**src/rtl/lfsr_pkg.sv**
```systemverilog
// Shared types and constants for the LFSR word serializer slice.
package lfsr_pkg;

  localparam int LFSR_N    = 26;
  localparam int LFSR_CNTW = 11;

  typedef enum logic [1:0] {
    IDLE  = 2'd0,
    SHIFT = 2'd1,
    DONE  = 2'd2
  } ser_state_t;

endpackage

```
**src/rtl/lfsr_word_serializer_if.sv**
```systemverilog
// Word-in / bit-out handshake bundle between LFSR, serializer and PRBS sink.
// Both sides use valid/ready: a transfer happens on a posedge where valid and ready are both high;
// valid and its payload hold until that transfer.
interface lfsr_word_serializer_if #(
  parameter int N = 26
) ();

  logic [N-1:0] word_in;
  logic         word_valid;
  logic         word_ready;
  logic         bit_out;
  logic         bit_valid;
  logic         bit_ready;
  logic         frame_start;
  logic         word_done;

  modport master (
    input  word_in, word_valid, bit_ready,
    output word_ready, bit_out, bit_valid, frame_start, word_done
  );

  modport slave (
    output word_in, word_valid, bit_ready,
    input  word_ready, bit_out, bit_valid, frame_start, word_done
  );

endinterface

```
**src/rtl/lfsr_word_serializer_piso_reg.sv**
```systemverilog
// Parallel-in serial-out register: load a word, shift left with zero fill, expose the MSB.
module piso_reg #(
  parameter int N = 26
) (
  input  logic         i_clk,
  input  logic         i_rst_n,
  input  logic         i_load,
  input  logic         i_shift,
  input  logic [N-1:0] i_data,
  output logic         o_msb
);

  logic [N-1:0] r_shreg;

  always_ff @(posedge i_clk) begin
    if (!i_rst_n) begin
      r_shreg <= '0;
    end else if (i_load) begin
      r_shreg <= i_data;
    end else if (i_shift) begin
      r_shreg <= {r_shreg[N-2:0], 1'b0};
    end
  end

  assign o_msb = r_shreg[N-1];

endmodule

```
**src/rtl/lfsr_word_serializer.sv**
```systemverilog
// Captures one LFSR state word and shifts it out MSB first; counts words sent and flags
// all-zero (lock-up) words.
module lfsr_word_serializer
  import lfsr_pkg::*;
#(
  parameter int N     = LFSR_N,
  parameter int CNT_W = LFSR_CNTW
) (
  input  logic                  clk,
  input  logic                  reset,
  lfsr_word_serializer_if.master bus,
  output logic [CNT_W-1:0]      word_count,
  output logic                  lockup,
  output ser_state_t            o_dbg_state
);

  localparam int IDX_W = $clog2(N);

  ser_state_t       r_state;
  ser_state_t       w_next;
  logic [IDX_W-1:0] r_bit_idx;
  logic [CNT_W-1:0] r_word_count;
  logic             r_lockup;

  logic w_ready;
  logic w_bit_valid;
  logic w_frame_start;
  logic w_word_done;
  logic w_capture;
  logic w_accept;
  logic w_msb;

  // Ready is held low while reset is asserted so nothing is offered as accepted during reset.
  always_comb begin
    w_next        = r_state;
    w_ready       = 1'b0;
    w_bit_valid   = 1'b0;
    w_frame_start = 1'b0;
    w_word_done   = 1'b0;
    case (r_state)
      IDLE: begin
        w_ready = reset;
        if (bus.word_valid && reset) w_next = SHIFT;
      end
      SHIFT: begin
        w_bit_valid   = 1'b1;
        w_frame_start = (r_bit_idx == IDX_W'(N - 1));
        if (bus.bit_ready && (r_bit_idx == '0)) w_next = DONE;
      end
      DONE: begin
        w_word_done = 1'b1;
        w_next      = IDLE;
      end
      default: w_next = IDLE;
    endcase
  end

  assign w_capture = w_ready && bus.word_valid;
  assign w_accept  = (r_state == SHIFT) && bus.bit_ready;

  always_ff @(posedge clk) begin
    if (!reset) begin
      r_state      <= IDLE;
      r_bit_idx    <= '0;
      r_word_count <= '0;
      r_lockup     <= 1'b0;
    end else begin
      r_state <= w_next;
      if (w_capture) begin
        r_bit_idx <= IDX_W'(N - 1);
        r_lockup  <= r_lockup | (bus.word_in == '0);
      end else if (w_accept && (r_bit_idx != '0)) begin
        r_bit_idx <= r_bit_idx - 1'b1;
      end
      if (r_state == DONE) r_word_count <= r_word_count + {{(CNT_W-1){1'b0}}, 1'b1};
    end
  end

  piso_reg #(.N(N)) u_piso (
    .i_clk   (clk),
    .i_rst_n (reset),
    .i_load  (w_capture),
    .i_shift (w_accept),
    .i_data  (bus.word_in),
    .o_msb   (w_msb)
  );

  assign bus.word_ready  = w_ready;
  assign bus.bit_valid   = w_bit_valid;
  assign bus.bit_out     = w_bit_valid & w_msb;
  assign bus.frame_start = w_frame_start;
  assign bus.word_done   = w_word_done;
  assign word_count      = r_word_count;
  assign lockup          = r_lockup;
  assign o_dbg_state     = r_state;

endmodule

```
**src/flat_wrapper.sv**
```systemverilog
// flat-port wrapper written by rule: the top's interface ports become plain ports
module lfsr_word_serializer_flat import lfsr_pkg::*;
#(
  parameter int N     = LFSR_N,
  parameter int CNT_W = LFSR_CNTW
)
  (clk, reset, word_count, lockup, o_dbg_state, bus_word_in, bus_word_valid, bus_bit_ready, bus_word_ready, bus_bit_out, bus_bit_valid, bus_frame_start, bus_word_done);
  lfsr_word_serializer_if #(.N(N)) bus_i ();
  input  logic clk;
  input  logic reset;
  output logic [CNT_W-1:0] word_count;
  output logic lockup;
  output ser_state_t o_dbg_state;
  input wire logic [$bits(bus_i.word_in)-1:0] bus_word_in;
  input wire logic [$bits(bus_i.word_valid)-1:0] bus_word_valid;
  input wire logic [$bits(bus_i.bit_ready)-1:0] bus_bit_ready;
  output wire logic [$bits(bus_i.word_ready)-1:0] bus_word_ready;
  output wire logic [$bits(bus_i.bit_out)-1:0] bus_bit_out;
  output wire logic [$bits(bus_i.bit_valid)-1:0] bus_bit_valid;
  output wire logic [$bits(bus_i.frame_start)-1:0] bus_frame_start;
  output wire logic [$bits(bus_i.word_done)-1:0] bus_word_done;
  assign bus_i.word_in = bus_word_in;
  assign bus_i.word_valid = bus_word_valid;
  assign bus_i.bit_ready = bus_bit_ready;
  assign bus_word_ready = bus_i.word_ready;
  assign bus_bit_out = bus_i.bit_out;
  assign bus_bit_valid = bus_i.bit_valid;
  assign bus_frame_start = bus_i.frame_start;
  assign bus_word_done = bus_i.word_done;
  lfsr_word_serializer #(.N(N), .CNT_W(CNT_W)) u_core (.clk(clk), .reset(reset), .bus(bus_i), .word_count(word_count), .lockup(lockup), .o_dbg_state(o_dbg_state));
endmodule
```
**config.mk**
```make
export PLATFORM = sky130hd
export DESIGN_NAME = lfsr_word_serializer_flat
export DESIGN_NICKNAME = d
export VERILOG_FILES = /design/src/rtl/lfsr_pkg.sv /design/src/rtl/lfsr_word_serializer_if.sv /design/src/rtl/lfsr_word_serializer_piso_reg.sv /design/src/rtl/lfsr_word_serializer.sv /design/src/flat_wrapper.sv
export SDC_FILE = /design/constraint.sdc
export NUM_CORES = 1
export LEC_CHECK = 0
export CORE_MARGIN = 2
export CORE_UTILIZATION = 50
export DETAILED_ROUTE_END_ITERATION = 8
export GPL_TIMING_DRIVEN = 0
export PLACE_DENSITY = 0.79
export SLEW_MARGIN = 0
export SYNTH_ARGS = -nofsm -noshare
export SYNTH_HDL_FRONTEND = slang
export SYNTH_SLANG_ARGS = --single-unit
```
**constraint.sdc**
```tcl
create_clock -name clk -period 1.4 [get_ports clk]
set_input_delay 0.28 -clock clk [delete_from_list [all_inputs] [get_ports clk]]
set_output_delay 0.28 -clock clk [all_outputs]
set_load 0.05 [all_outputs]
```
==> results.md, run 1 <==
- Status: complete, but fails checks
- Failing checks: setup timing
- WL/cell: about 20 um
- Layout cells sized above 1: between 40% and 50%
- Startpoint Class: register
- Final setup viols: 39
- Skew-Pair Late Insertion Delay: approximately 0.3 ns
- Sw frac: about a third
- Fin. Hold Viols: 0
- H-tree depth: 2
- CTS Buf Count: 5
- Power share of the clock group: between 20% and 30%
- Full die area: just under 5000 um2
- Most frequent cell after synthesis: dfxtp_1
- CP max FO: 4
- EDFF count, synth: 0
- Avg Cell Area, Syn: between 8 and 9 um2
- NetSw: ~1100 uW
- Synth top area share: roughly two fifths
- Initial Utilization: 50.9%
- Area Overhead vs Synth: 65.7%
- Most used DFF post-synth: dfxtp_1
- Initial DRC count: 185
- DRT Wirelength: 7490 um
- Int Pwr: 2320 uW
- Hold WC Path Type: input pin to register
- Slowest cell on crit path: dfxtp_4
- Worst Tran Pin Value: 0.769 ns
- Worst r2r src: u_core.o_dbg_state[1]
- Fin crit share: 124%
- CP Buf/Inv Count: 3
- Distinct cells, synth: 38
- Vias in the first global route: 1989
- Comb pwr share: ~33%
- Row cnt: 24
- Max-cap violations: 0
- Final worst slack: -0.338 ns
- Most common cell on crit path: buf_8
- Worst stage delay on the critical path: 0.37 ns
- Maximum clock frequency: between 500 and 600 MHz
- Hold Path Origin: bus_word_in[23]
- Die W: about 70 um
- Post-Route Skew: around 0.0024 ns
- FFs w/ async S/R, synth: 0%
- Drt drc: 0
- Critical path type: register to output port
- CTS tree: done
- Post-detail-place hpwl: roughly 3800 um
- Synth Instances: approximately 250
- CTS sink cnt: 45
- Tmin final: 1.74 ns
- Worst-path clk slew: around 0.080 ns
- Commonest cells post-synth: dfxtp_1 (45), nor2_1 (38), nand2_1 (33)
- Vias: approximately 2300
- IO Pins: between 40 and 50
- Final Wtd Congestion: 0.801
- Bufs on Longest Clock Path: 2
- Placed cells: roughly 350
- CTS root buffer: clkbuf_8
- Global Route Usage Sum: between 20% and 30%
- Non-Filler Instances: 376
- Sequential group share of total power: approximately 43%
- Crit-path cells: and2b_2 -> buf_8 -> buf_4 -> and2_4 -> buf_8
- Nets@finish: between 300 and 400
- Worst IR Drop VDD: just over 0.8 mV
- Post-synthesis sequential area ratio: 41.2%
- Power Total: approximately 3400 uW
- Top cells by area, synth: dfxtp_1 (41%), a311oi_2 (7.6%), nand3_1 (6.9%)
- Global-route wire length before repair: roughly 9400 um
- Worst Setup SP: u_core.o_dbg_state[1]
- Pleak: ~0.0013 uW
- Syn nets: ~280
- Pin count of the biggest net entering global routing: 13
- Core Region: around 4300 um2
- YS warnings: 0
- Yosys top cell by area: dfxtp_1
- I/O Buffers: 47
- Gr ovfl total: 0
- Max-slew violations: 0
- N_diodes: 0
- Endpoint class of the critical path: output port
- RSZ-0062 raised after global routing: yes
- Worst slew margin: between 40% and 50%
- CP arrival: approximately 1.5 ns
- Pre-antenna DRT Iters: 4
- Critical path data required time: about 1.1 ns
- Vias/cell: between 6 and 7
- Pwr dens: roughly 940 nW/um2
- ANT nets after route: 0
- CP top delay family: simple AND/OR/NAND/NOR gates
- Synth Register Bits: 45
- Die H: 70.1 um
- Antenna violations before repair: 0
- Cell Area, Synth: 2190 um2
- Core Util, Final: 84.4%
[flip-flops by register name, summed over array words and instances, names as in the netlist]
signal,flops
u_core.o_dbg_state,2
u_core.lockup,1
u_core.u_piso.r_shreg,26
u_core.r_bit_idx,5
u_core.word_count,11
[power groups by stage]
stage / sequential [uW] / combinational (uW) / clock [uW]
after floorplan: 1480 / 461 / 0
after global placement: 1470 / 688 / 0
after detailed placement: 1470 / 696 / 0
after CTS: 1440 / 806 / 831
after global routing: 1460 / 1160 / 872
final: 1460 / 1100 / 829
[stage by stage]
stage                     instance area, um2  hold slack (ns)  setup slack (ns)  TNS (ns)
final                                   3620            0.370            -0.338     -4.50
after global routing                    3620            0.395            -0.385     -7.19
after CTS                               3130            0.370            -0.348     -1.07
after detailed placement                2880            0.471             -1.05    -26.35
after global placement                  2880            0.466             -1.04    -25.55
after floorplan                         2340            0.384            -0.299     -7.51
[cell families (layout without fill, tap and decap cells)]
group	count (synthesis)	after routing	synth area share, %
XOR/XNOR	11	11	4.41
buffers and inverters	21	96	5.49
AND/OR/NAND/NOR	132	133	30.7
flip-flops	45	45	41.2
multiplexers	1	1	0.458
adder cells (fa/ha/maj)	3	3	1.72
AO/OA/AOI/OAI	35	35	16.0
[worst register-to-register path, delay by kind of cell, from the launching register on]
kind / cells / cell delay [ns]
buffers and inverters: 3 / 0.52
flip-flops: 1 / 0.37
AND/OR/NAND/NOR: 2 / 0.35
AO/OA/AOI/OAI: 1 / 0.34
[metal layers]
layer	track usage (%)	routed length (um)	up-vias
met3	4.76	387	12
met5	0	0	-
met4	9.19	147	0
met2	37.5	3700	79
met1	32.3	3250	1126
li1	-	-	1052
[layout by cell type (no fill, tap or decap), types with 3 or more instances in the layout]
master / n
dfxtp_4: 3
xnor2_1: 3
clkbuf_8: 6
buf_4: 8
clkdlybuf4s15_2: 12
buf_12: 5
nand2_1: 30
nand3_2: 6
xor2_1: 8
nor3_2: 3
clkdlybuf4s50_1: 25
a311oi_2: 23
dfxtp_2: 9
dfxtp_1: 33
clkbuf_16: 6
nor2_4: 15
nand3_1: 23
buf_2: 6
buf_8: 8
nor2_1: 17
nor2_2: 7
nand4_1: 4
clkbuf_1: 5
buf_6: 8
nor4_1: 4
[layout make-up]
| cell class | count | area [um2] |
|---|---|---|
| fillers | 228 | 672 |
| clock buffers | 7 | 86.3 |
| repair buffers | 68 | 805 |
| inverters | 3 | 13.8 |
| well taps | 52 | 65.1 |
| flip-flops and latches | 45 | 923 |
| multi-input cells | 183 | 1540 |
| plain buffers | 18 | 186 |
[worst paths after layout]
path                               end  slack [ns]  cells past startpoint
max                        bus_bit_out       -0.34                      5
min          u_core.u_piso.r_shreg[23]        0.37                      3
max reg2reg  u_core.u_piso.r_shreg[12]       -0.30                      6
min reg2reg   u_core.u_piso.r_shreg[0]        0.51                      2
[timing repair]
item                                    in CTS  in global routing
endpoints found under the hold margin        0                  0
resized for setup                           99                 69
setup buffers                               10                  9
pin swaps                                    8                 15
gates cloned                                 0                  7
endpoints found under the setup margin      62                 38
hold buffers                                 0                  0
No activity file was read; power rests on OpenSTA's default activity.
==> inputs of run 2 (changes only) <==
CORE_MARGIN = 10   (was 2)
==> run 2 against run 1 <==
The flow still finishes with violations (setup timing). Die area rose by 51%. Global-route usage decreased by 5.0 points. Worst hold slack better by 0.012 ns. Register-to-register slack lost 0.03 ns. Sequential share of layout area is 1.1 points higher. Maximum frequency is 0.83% lower. Count of clock-buffer cells in the layout is the same. Non-clock buffer count stayed put. Combinational power fell by 11%. Power fell by 4.3%. First-iteration DRC count up 23%.
==> results.md, run 2 (same netlist as run 1, synthesis figures left out) <==
- Status: complete, but fails checks
- Failing checks: setup timing
- Maximum clock frequency: 571 MHz (-0.83%)
- Crit-path cells: and2b_2 -> buf_8 -> nand3_4 -> nor3b_4 -> buf_6
- Bufs on Longest Clock Path: 2 (unchanged)
- DRT Wirelength: 7480 um (-0.16%)
- Layout cells sized above 1: 42.8% (-3.8 points)
- Pin count of the biggest net entering global routing: 14 (+1)
- CTS root buffer: clkbuf_8
- Fill count: 213 (-6.6%)
- Worst r2r src: u_core.o_dbg_state[1]
- Post-detail-place hpwl: 4260 um (+13%)
- Sequential group share of total power: 44.7% (+1.7 points)
- Critical path data required time: 1.12 ns (about the same)
- Max-cap violations: 0 (unchanged)
- H-tree depth: 2 (unchanged)
- ANT nets after route: 0 (unchanged)
- WL met3: 519 um (+34%)
- CTS hold repair buffers: 0 (unchanged)
- Pre-antenna DRT Iters: 5 (+1)
- Worst Setup SP: u_core.o_dbg_state[1]
- Global Route Usage Sum: 18.8% (-5.0 points)
- Footprint of the multi-input gates: 1440 um2 (-6.4%)
- Die W: 86.1 um (+23%)
- Initial DRC count: 228 (+23%)
- Core Util, Final: 84.0% (-0.35 points)
- Fin crit share: 125% (+1.0 points)
- Placed cells: 345 (-0.58%)
- Most flops, register: u_core.u_piso.r_shreg
- Worst Reg-to-Reg Cells: 9 (+3)
- Initial Utilization: 53.1% (+2.2 points)
- R2r endpoint: u_core.u_piso.r_shreg[17]
- Final worst slack: -0.352 ns (-0.0146 ns)
- Worst R2R Setup Slack: -0.33 ns (-0.03 ns)
- Slowest cell on crit path: dfxtp_4
- Nets@finish: 357 (unchanged)
- Sequential cell area: 920 um2 (-0.41%)
- Hold path depth: 3 (unchanged)
- Hold Path Origin: bus_bit_ready
- RSZ-0062 raised after global routing: yes
- Worst IR Drop VDD: 0.835 mV (+3.1%)
- Full die area: 7420 um2 (+51%)
- CP top delay family: simple AND/OR/NAND/NOR gates
- Most common cell after layout, fill and taps aside: dfxtp_1
- Post-Route Skew: 0.0135 ns (+0.0111 ns)
- Max-slew violations: 0 (unchanged)
- Hold WC Path Type: input pin to register
- Critical path type: register to output port
- Vias in the first global route: 2218 (+12%)
- CTS tree: done
- Die H: 86.1 um (+23%)
- CP arrival: 1.47 ns (about the same)
- Tmin final: 1.75 ns (+0.0146 ns)
- Total negative slack: -11.49 ns (-6.98 ns)
- CTS sink cnt: 45 (unchanged)
- Pleak: 0.00121 uW (-4.4%)
- WL/cell: 19.9 um (+0.11%)
- Int Pwr: 2200 uW (-4.8%)
- Non-Filler Instances: 375 (-0.27%)
- Gr ovfl total: 0 (unchanged)
- CP Buf/Inv Count: 2 (-1)
- Pwr dens: 938 nW/um2 (+0.31%)
- CP max FO: 3 (-1)
- Power Total: 3240 uW (-4.3%)
- Row cnt: 23 (-4.2%)
- Sw frac: 32.1% (+0.40 points)
- Area Overhead vs Synth: 58.2%
- Worst stage delay on the critical path: 0.35 ns (-0.02 ns)
- Worst slew margin: 55.0% (+6.3 points)
- Design area: 3460 um2 (-4.6%)
- Vias: 2352 (+3.7%)
- Worst Tran Pin Value: 0.675 ns (-0.0940 ns)
- I/O Buffers: 47 (unchanged)
- Met2 WL: 3660 um (-1.1%)
- Startpoint Class: register
- Hold Crit Endpoint: u_core.u_piso.r_shreg[23]
- Power share of the clock group: 25.0% (+0.5 points)
- Wire length on met1: 3160 um (-2.9%)
- CTS Buf Count: 5 (unchanged)
- Global-route wire length before repair: 11300 um (+21%)
- Worst-path clk slew: 0.08 ns (about the same)
- Max FFs per register: 26 (unchanged)
- N_diodes: 0 (unchanged)
- Fin. Hold Viols: 0 (unchanged)
- Most frequent cells in the layout: dfxtp_1 (34), nand2_1 (30), clkdlybuf4s50_1 (27)
- Core Region: 4120 um2 (-4.2%)
- Antenna violations before repair: 0 (unchanged)
- IO Pins: 49 (unchanged)
- Final Wtd Congestion: 0.760 (-5.2%)
- Skew-Pair Late Insertion Delay: 0.31 ns (about the same)
- Endpoint class of the critical path: output port
- Vias/cell: 6.27 (+3.9%)
- Comb pwr share: 30.3% (-2.2 points)
- Drt drc: 0 (unchanged)
- Max Used Layer: met4
- NetSw: 1040 uW (-3.0%)
- Dpl cell area: 2870 um2 (about the same)
- Final setup viols: 47 (+21%)
-- run 2: cell types whose count changed in the layout (fill, tap and decap cells not counted), sizes merged --
cell / delta
inv: +1
clkdlybuf4s18: +1
clkbuf: -4
dlymetal6s2s: -2
buf: +6
clkdlybuf4s15: -4
dlygate4sd2: +1
clkdlybuf4s50: +2
-- run 2: power by group through the flow --
stage	registers [uW]	logic, uW	clock network (uW)
floorplan	1480	461	0
global placement	1470	690	0
detailed placement	1470	702	0
CTS	1440	906	808
global route	1460	1030	855
finish	1450	983	810
-- run 2: area by class of cell --
cell class	count	area share, %
Tap cell	50	1.81
Clock inverter	1	0.181
Inverter	3	0.326
Timing Repair Buffer	68	22.4
Multi-Input combinational cell	183	41.8
Buffer	18	4.67
Sequential cell	45	26.6
Clock buffer	7	2.21
-- run 2: metrics by stage --
stage	hold WS (ns)	setup WS [ns]
floorplan	0.384	-0.299
global placement	0.465	-1.01
detailed placement	0.469	-1.02
CTS	0.369	-0.353
global route	0.392	-0.395
finish	0.382	-0.352
-- run 2: routing by layer --
| layer | GRT usage, % | up-vias |
|---|---|---|
| met5 | 0 | - |
| met4 | 5.84 | 0 |
| met3 | 5.68 | 17 |
| met2 | 30.0 | 108 |
| met1 | 23.6 | 1174 |
| li1 | - | 1053 |
-- run 2: how the worst max path moves through the flow --
stage | endpoint | slack (ns) | depth (start not counted)
after CTS | bus_frame_start | -0.35 | 5
final | bus_frame_start | -0.35 | 5
after global placement | bus_word_ready | -1.01 | 3
after global routing | bus_frame_start | -0.40 | 5
after floorplan | bus_frame_start | -0.30 | 4
after detailed placement | bus_word_ready | -1.02 | 3
-- run 2: repair_timing --
action / 4_1_cts / 5_1_grt
gates resized for setup: 127 / 23
endpoints found under the hold margin: 0 / 0
buffers inserted: 15 / 3
cloned: 4 / 2
setup endpoints to repair: 62 / 52
pin swaps: 19 / 9
-- run 2: worst reg2reg max path, cell delays in order, from the launching register on --
cell,delay [ns]
dfxtp_4,0.35
buf_4,0.14
buf_6,0.11
buf_6,0.11
nor3b_4,0.21
buf_6,0.17
nand2_8,0.13
clkbuf_16,0.24
nor2_1,0.10
a311oi_1,0.06
